==> src/rtl/softex_red_sum_acc.sv <==
// softex_red_sum_acc: folds the per-beat partial sums of one row into a single FP total.
// Ports:
//   clk_i, rst_i, clear_i      clock, sync active-high reset and soft clear
//   start_i, len_i, mode_i     row start, beats per row, rounding mode (RNE=0..RMM=4)
//   valid_i/strb_i/op_i/tag_i  partial-sum beat in; ready_o accepts it
//   valid_o/res_o/tag_o        row total out; ready_i accepts it
//   busy_o                     row in progress
//   status_o {nan,inf}         only with SOFTEX_RED_ACC_STATUS_EN defined
module softex_red_sum_acc #(
  parameter int EXP_BITS  = 8,
  parameter int MAN_BITS  = 23,
  parameter int LEN_WIDTH = 16,
  parameter int TAG_WIDTH = 1,
  localparam int ACC_WIDTH = EXP_BITS + MAN_BITS + 1
) (
  input  logic                 clk_i,
  input  logic                 rst_i,
  input  logic                 clear_i,
  input  logic                 start_i,
  input  logic [LEN_WIDTH-1:0] len_i,
  input  logic [2:0]           mode_i,
  input  logic                 valid_i,
  input  logic                 strb_i,
  input  logic [ACC_WIDTH-1:0] op_i,
  input  logic [TAG_WIDTH-1:0] tag_i,
  output logic                 ready_o,
  output logic                 valid_o,
  output logic [ACC_WIDTH-1:0] res_o,
  output logic [TAG_WIDTH-1:0] tag_o,
  input  logic                 ready_i,
  output logic                 busy_o
`ifdef SOFTEX_RED_ACC_STATUS_EN
  ,
  output logic [1:0]           status_o
`endif
);

  localparam int W  = MAN_BITS + 1;
  localparam int EW = EXP_BITS + 2;
  localparam int SW = W + 4;
  localparam logic [EXP_BITS-1:0] EMAX   = '1;
  localparam logic [EXP_BITS-1:0] EMAXM1 = EMAX - EXP_BITS'(1);
  localparam logic [EXP_BITS-1:0] SHMAX  = EXP_BITS'(W + 3);
  localparam logic [EW-1:0] EMAXW = EW'(EMAX);
  localparam logic [EW-1:0] ONEW  = EW'(1);
  localparam logic [ACC_WIDTH-1:0] QNAN =
    {1'b0, EMAX, 1'b1, {(MAN_BITS-1){1'b0}}};
  localparam logic [2:0] RNE = 3'd0;
  localparam logic [2:0] RTZ = 3'd1;
  localparam logic [2:0] RDN = 3'd2;
  localparam logic [2:0] RUP = 3'd3;
  localparam logic [2:0] RMM = 3'd4;

  typedef enum logic [1:0] {IDLE, ACC, OUT} state_e;

  state_e state_q, state_d;
  logic [ACC_WIDTH-1:0] acc_q, sum;
  logic [LEN_WIDTH-1:0] cnt_q;
  logic [TAG_WIDTH-1:0] tag_q;
  logic beat, start;

  logic [ACC_WIDTH-1:0] x, y;
  logic swap, xs, ys, eff_sub;
  logic x_nan, y_nan, x_inf, y_inf;
  logic [EXP_BITS-1:0] xe, ye, ex_x, ex_y, diff, shamt;
  logic [W-1:0] mx, my;
  logic [2*W+6:0] ext;
  logic [SW-1:0] xa, ya, raw;
  logic [EW-1:0] ex, lz, sh, ef;
  logic [W+2:0] sig;
  logic [W:0] mr;
  logic [MAN_BITS-1:0] frac;
  logic found, inc, ovf_inf;

  // Larger magnitude goes to x so the aligned difference is never negative.
  assign swap = op_i[ACC_WIDTH-2:0] > acc_q[ACC_WIDTH-2:0];
  assign x = swap ? op_i : acc_q;
  assign y = swap ? acc_q : op_i;
  assign {xs, xe} = x[ACC_WIDTH-1:MAN_BITS];
  assign {ys, ye} = y[ACC_WIDTH-1:MAN_BITS];
  assign x_nan = (xe == EMAX) && (x[MAN_BITS-1:0] != '0);
  assign y_nan = (ye == EMAX) && (y[MAN_BITS-1:0] != '0);
  assign x_inf = (xe == EMAX) && (x[MAN_BITS-1:0] == '0);
  assign y_inf = (ye == EMAX) && (y[MAN_BITS-1:0] == '0);
  assign ex_x = (xe == '0) ? EXP_BITS'(1) : xe;
  assign ex_y = (ye == '0) ? EXP_BITS'(1) : ye;
  assign mx = {|xe, x[MAN_BITS-1:0]};
  assign my = {|ye, y[MAN_BITS-1:0]};
  assign diff = ex_x - ex_y;
  assign shamt = (diff > SHMAX) ? SHMAX : diff;

  // Bits shifted below the guard/round positions collapse into the sticky bit.
  assign ext = {1'b0, my, 3'b000, {(W+3){1'b0}}} >> shamt;
  assign ya = {ext[2*W+6:W+4], ext[W+3] | (|ext[W+2:0])};
  assign xa = {1'b0, mx, 3'b000};
  assign eff_sub = xs ^ ys;
  assign raw = eff_sub ? xa - ya : xa + ya;

  // Left shift is capped so tiny results land as subnormals at exponent 1.
  always_comb begin
    ex = EW'(ex_x);
    lz = '0;
    sh = '0;
    found = 1'b0;
    if (raw[SW-1]) begin
      sig = {raw[SW-1:2], raw[1] | raw[0]};
      ex = ex + ONEW;
    end else begin
      sig = raw[W+2:0];
      for (int i = W + 2; i >= 0; i--) begin
        if (!found) begin
          if (sig[i]) found = 1'b1;
          else lz = lz + ONEW;
        end
      end
      sh = (lz < ex - ONEW) ? lz : ex - ONEW;
      sig = sig << sh;
      ex = ex - sh;
    end
  end

  always_comb begin
    inc = sig[2] & (sig[3] | sig[1] | sig[0]);
    ovf_inf = 1'b1;
    case (mode_i)
      RTZ: begin inc = 1'b0; ovf_inf = 1'b0; end
      RDN: begin inc = (|sig[2:0]) & xs; ovf_inf = xs; end
      RUP: begin inc = (|sig[2:0]) & ~xs; ovf_inf = ~xs; end
      RMM: inc = sig[2];
      default: ;
    endcase
    mr = {1'b0, sig[W+2:3]} + (W+1)'(inc);
    if (mr[W]) begin
      ef = ex + ONEW;
      frac = mr[W-1:1];
    end else begin
      ef = mr[W-1] ? ex : '0;
      frac = mr[MAN_BITS-1:0];
    end
  end

  always_comb begin
    if (x_nan || y_nan || (x_inf && y_inf && eff_sub))
      sum = QNAN;
    else if (x_inf)
      sum = x;
    else if (raw == '0)
      sum = {eff_sub ? (mode_i == RDN) : xs, {(ACC_WIDTH-1){1'b0}}};
    else if (ef >= EMAXW)
      sum = ovf_inf ? {xs, EMAX, {MAN_BITS{1'b0}}}
                    : {xs, EMAXM1, {MAN_BITS{1'b1}}};
    else
      sum = {xs, ef[EXP_BITS-1:0], frac};
  end

  assign start = (state_q == IDLE) && start_i;
  assign beat = valid_i && ready_o;

  always_ff @(posedge clk_i) begin
    if (rst_i || clear_i) state_q <= IDLE;
    else state_q <= state_d;
  end

  always_comb begin
    state_d = state_q;
    unique case (state_q)
      IDLE: if (start_i) state_d = (len_i == '0) ? OUT : ACC;
      ACC: if (beat && cnt_q == LEN_WIDTH'(1)) state_d = OUT;
      OUT: if (ready_i) state_d = IDLE;
      default: state_d = IDLE;
    endcase
  end

  always_comb begin
    ready_o = (state_q == ACC);
    valid_o = (state_q == OUT);
    busy_o = (state_q != IDLE);
    res_o = valid_o ? acc_q : '0;
    tag_o = valid_o ? tag_q : '0;
  end

  always_ff @(posedge clk_i) begin
    if (rst_i || clear_i) begin
      acc_q <= '0;
      cnt_q <= '0;
      tag_q <= '0;
    end else if (start) begin
      acc_q <= '0;
      cnt_q <= len_i;
    end else if (beat) begin
      if (strb_i) acc_q <= sum;
      tag_q <= tag_i;
      cnt_q <= cnt_q - LEN_WIDTH'(1);
    end
  end

`ifdef SOFTEX_RED_ACC_STATUS_EN
  logic [1:0] stat_q;
  logic sum_nan, sum_inf;

  // Inf flags only overflow; an Inf operand passing through is not flagged.
  assign sum_nan = (sum[ACC_WIDTH-2:MAN_BITS] == EMAX)
                && (sum[MAN_BITS-1:0] != '0);
  assign sum_inf = (sum[ACC_WIDTH-2:MAN_BITS] == EMAX)
                && (sum[MAN_BITS-1:0] == '0) && !x_inf && !y_inf;

  always_ff @(posedge clk_i) begin
    if (rst_i || clear_i) stat_q <= '0;
    else if (start) stat_q <= '0;
    else if (beat && strb_i) stat_q <= stat_q | {sum_nan, sum_inf};
  end

  assign status_o = valid_o ? stat_q : 2'b00;
`endif

endmodule

==> config.mk <==
export PLATFORM = sky130hd
export DESIGN_NAME = softex_red_sum_acc
export DESIGN_NICKNAME = d
export VERILOG_FILES = /design/src/rtl/softex_red_sum_acc.sv
export SDC_FILE = /design/constraint.sdc
export NUM_CORES = 1
export LEC_CHECK = 0
export BUFFER_PORTS_ARGS = -buffer_cell sky130_fd_sc_hd__buf_2
export CORE_MARGIN = 8
export CORE_UTILIZATION = 50
export CTS_BUF_LIST = sky130_fd_sc_hd__clkbuf_4 sky130_fd_sc_hd__clkbuf_8
export DETAILED_ROUTE_END_ITERATION = 8
export PLACE_DENSITY = 0.73
export SLEW_MARGIN = 20
export SYNTH_ARGS = -nofsm -noshare
export SYNTH_HDL_FRONTEND = slang
export SYNTH_SLANG_ARGS = --single-unit
==> constraint.sdc <==
create_clock -name clk_i -period 32.7 [get_ports clk_i]
set_input_delay 3.27 -clock clk_i [delete_from_list [all_inputs] [get_ports clk_i]]
set_output_delay 3.27 -clock clk_i [all_outputs]
set_load 0.01 [all_outputs]
==> impl_metrics.ini <==
[pwr]
p_total_mw = 0.843
vdd_drop_max_mv = 0.0222
leakagePower_nw = 9.34
p_per_area_nw_per_um2 = 37.7

[timing]
slew_violations = 0
tightestPinTransition_ps = 1170
finalCriticalPeriod_ps = 32170
final.setup.tns_ps = 0
relSlewSlack = 0.210
fmax_mhz = 31.1
setup_viol_count_final = 0
fin_crit_sh = 0.984
final-hold-violation-count = 0
fin_skew_ps = 9.75

[drt]
drc = 0
ant_nets = 0
num_vias = 23683
drt_iter0_markers = 3163
wirelength_mm = 80.5
first_pass_iters = 7
avgRoutedWirePerCell_um = 22.8
vias_per_cell = 6.70

[global_routing]
met3_usage = 0.0502
overflow = 0
busiest_layer = met2
grt_use_total = 0.354
grtUsageMet2 = 0.570
grt_pass1_vias = 21770
antenna_found_initial = 0
met1_usage = 0.475
grt_pass1_wl_mm = 121
grt_max_degree = 47

[floorplan]
dieArea_um2 = 42600
rows = 69
coreArea_um2 = 35700
io_pins = 95
dieHeight_um = 206
die_x_um = 206
start_util = 0.508

[cts]
numCtsBuffers = 5
tritoncts = built
holdBufCountCts = 0
cts_buffer_depth = 2
clkSinkCount = 51
clk-insertion-delay-late_ps = 320
h-tree-depth = 2
clk_pin_slew_ps = 110
cts_root_buffer = clkbuf_8

[final_layout]
n_antenna_cell = 0
instances_no_fill = 3536
area_growth_pct = 23.2
drive_above_1_share = 0.239
finish.net_count = 3268
nFillCells = 3304
multi_input_area_um2 = 17000
ff_latch_area_um2 = 1020

[synth]
synth.area.top_cells = ha_1 9.3%, a21oi_1 7.1%, nand2_1 6.7%
avgSynthCellArea_um2 = 6.52
yosysTopAreaCell = ha_1
synth_top_family_by_area = simple AND/OR/NAND/NOR gates
yosysTopAreaCellShare = 0.0925
seq_area_frac_synth = 0.0563
ys_warn_count = 0
synth_compound_area_frac = 0.312
ys_async_sr_fraction = 0
synthMuxAreaShare = 0.0691
postSynthCellCount = 2778
synth_nets = 2972
synth-seq-cells = 51
synth-simple-area-share = 0.325
yosys-top-cells-count = 322 x nand2_1, 299 x nor2_1, 258 x a21oi_1
synth_cell_type_count = 122
synth-xor-area-share = 0.0810
synth.most_common_cell = nand2_1
synth_enable_flop_cells = 0
ys.flop_type = dfxtp_1
synth-adder-area-share = 0.0942
syn_area_um2 = 18100

[hold_path]
hp-class = reg -> reg

[worst_setup_path]
cp_slowest_cell = nor4_2
cp_max_fo = 14
required_ps = 32920
start_kind = input port
cp_common_cell = ha_1
max_stage_delay_ps = 390
end_kind = flop
crit_type = in -> reg
reg2reg_slack_ps = 2990
crit_arrival_ps = 32380

[run_status]
outcome = complete, no violations

[place]
io_buffers = 94
dp_hpwl_mm = 63.5
dp_cells = 3468
routabilityCongestion = 1.07

[flow_run]
max_cap_violations = 0
==> cells in the final DEF (no fill, tap or decap), types with 27 or more instances in the layout <==
cell type,instances
nand4_1,34
and2_1,67
nand2b_1,32
xnor2_1,85
mux2_2,34
buf_4,314
o21ai_0,170
o21a_1,27
o21ai_1,37
nand2_1,312
ha_1,118
a21oi_1,223
nor3_1,81
a31oi_1,34
nand3_1,80
nor2_1,285
buf_2,95
or3_1,30
inv_1,138
mux2i_1,61
a21oi_2,31
dfxtp_1,51
xor2_1,36
nor4_1,43
==> power by group <==
part	leakage, nW	switching [mW]	total (mW)	internal [mW]
sequential	0.412	0.00130	0.0645	0.0632
combinational	8.87	0.435	0.731	0.295
clock	0.0548	0.0244	0.0475	0.0231
total	9.34	0.461	0.843	0.381
==> repair_timing <==
item | CTS | global route
endpoints found under the setup margin | 31 | 31
gates cloned | 0 | 3
resized for setup | 31 | 205
buffers inserted | 4 | 53
pin swaps | 5 | 99
==> flip-flops by register name, summed over array words and instances (netlist names) <==
signal,cells
acc_q,32
state_q,2
cnt_q,16
tag_q,1
==> path summary, 6_finish.rpt <==
kind              depth (start not counted)        end       from
hold reg to reg                           2      tag_q      tag_q
hold / removal                            2      tag_q      tag_q
setup reg to reg                        165  acc_q[23]  acc_q[24]
setup / recovery                        166  acc_q[23]    op_i[6]
==> critical path: cells and delay by family <==
family,cells,cell delay [ps]
buffers and inverters,14,1770
AND/OR/NAND/NOR,49,5810
XOR/XNOR,3,570
AO/OA/AOI/OAI,52,8320
multiplexers,19,4640
adder cells (fa/ha/maj),29,7920
==> final cells by class <==
type | count | area share
Clock inverter | 3 | 0.00207
Tap cell | 461 | 0.0258
Sequential cell | 51 | 0.0457
Timing Repair Buffer | 422 | 0.136
Inverter | 149 | 0.0250
Multi-Input combinational cell | 2445 | 0.762
Clock buffer | 5 | 0.00308
==> through the flow <==
stage          worst slack (ps)  instance area (um2)  hold slack [ps]  utilization
6_report                    531                22300              478        0.626
5_1_grt                    -757                22300              503        0.626
4_1_cts                    46.0                21000              468        0.588
3_5_place_dp               -957                20700              451        0.580
3_3_place_gp              -20.2                20700              440        0.580
2_1_floorplan              99.2                18100              432            -
==> cells by family after synthesis <==
logic type,after synthesis
other cells,1
fa+ha+maj,136
flops,51
buf+inv,282
compound gates,869
mux,111
simple gates,1183
xor+xnor,145
==> routing by layer <==
metal  up-vias  wire length [um]
li1      10813                 -
met1     11069             32700
met2      1533             36400
met3       268              8230
met4         0              3180
met5         -                 0
(Power assumes the default switching activity.)
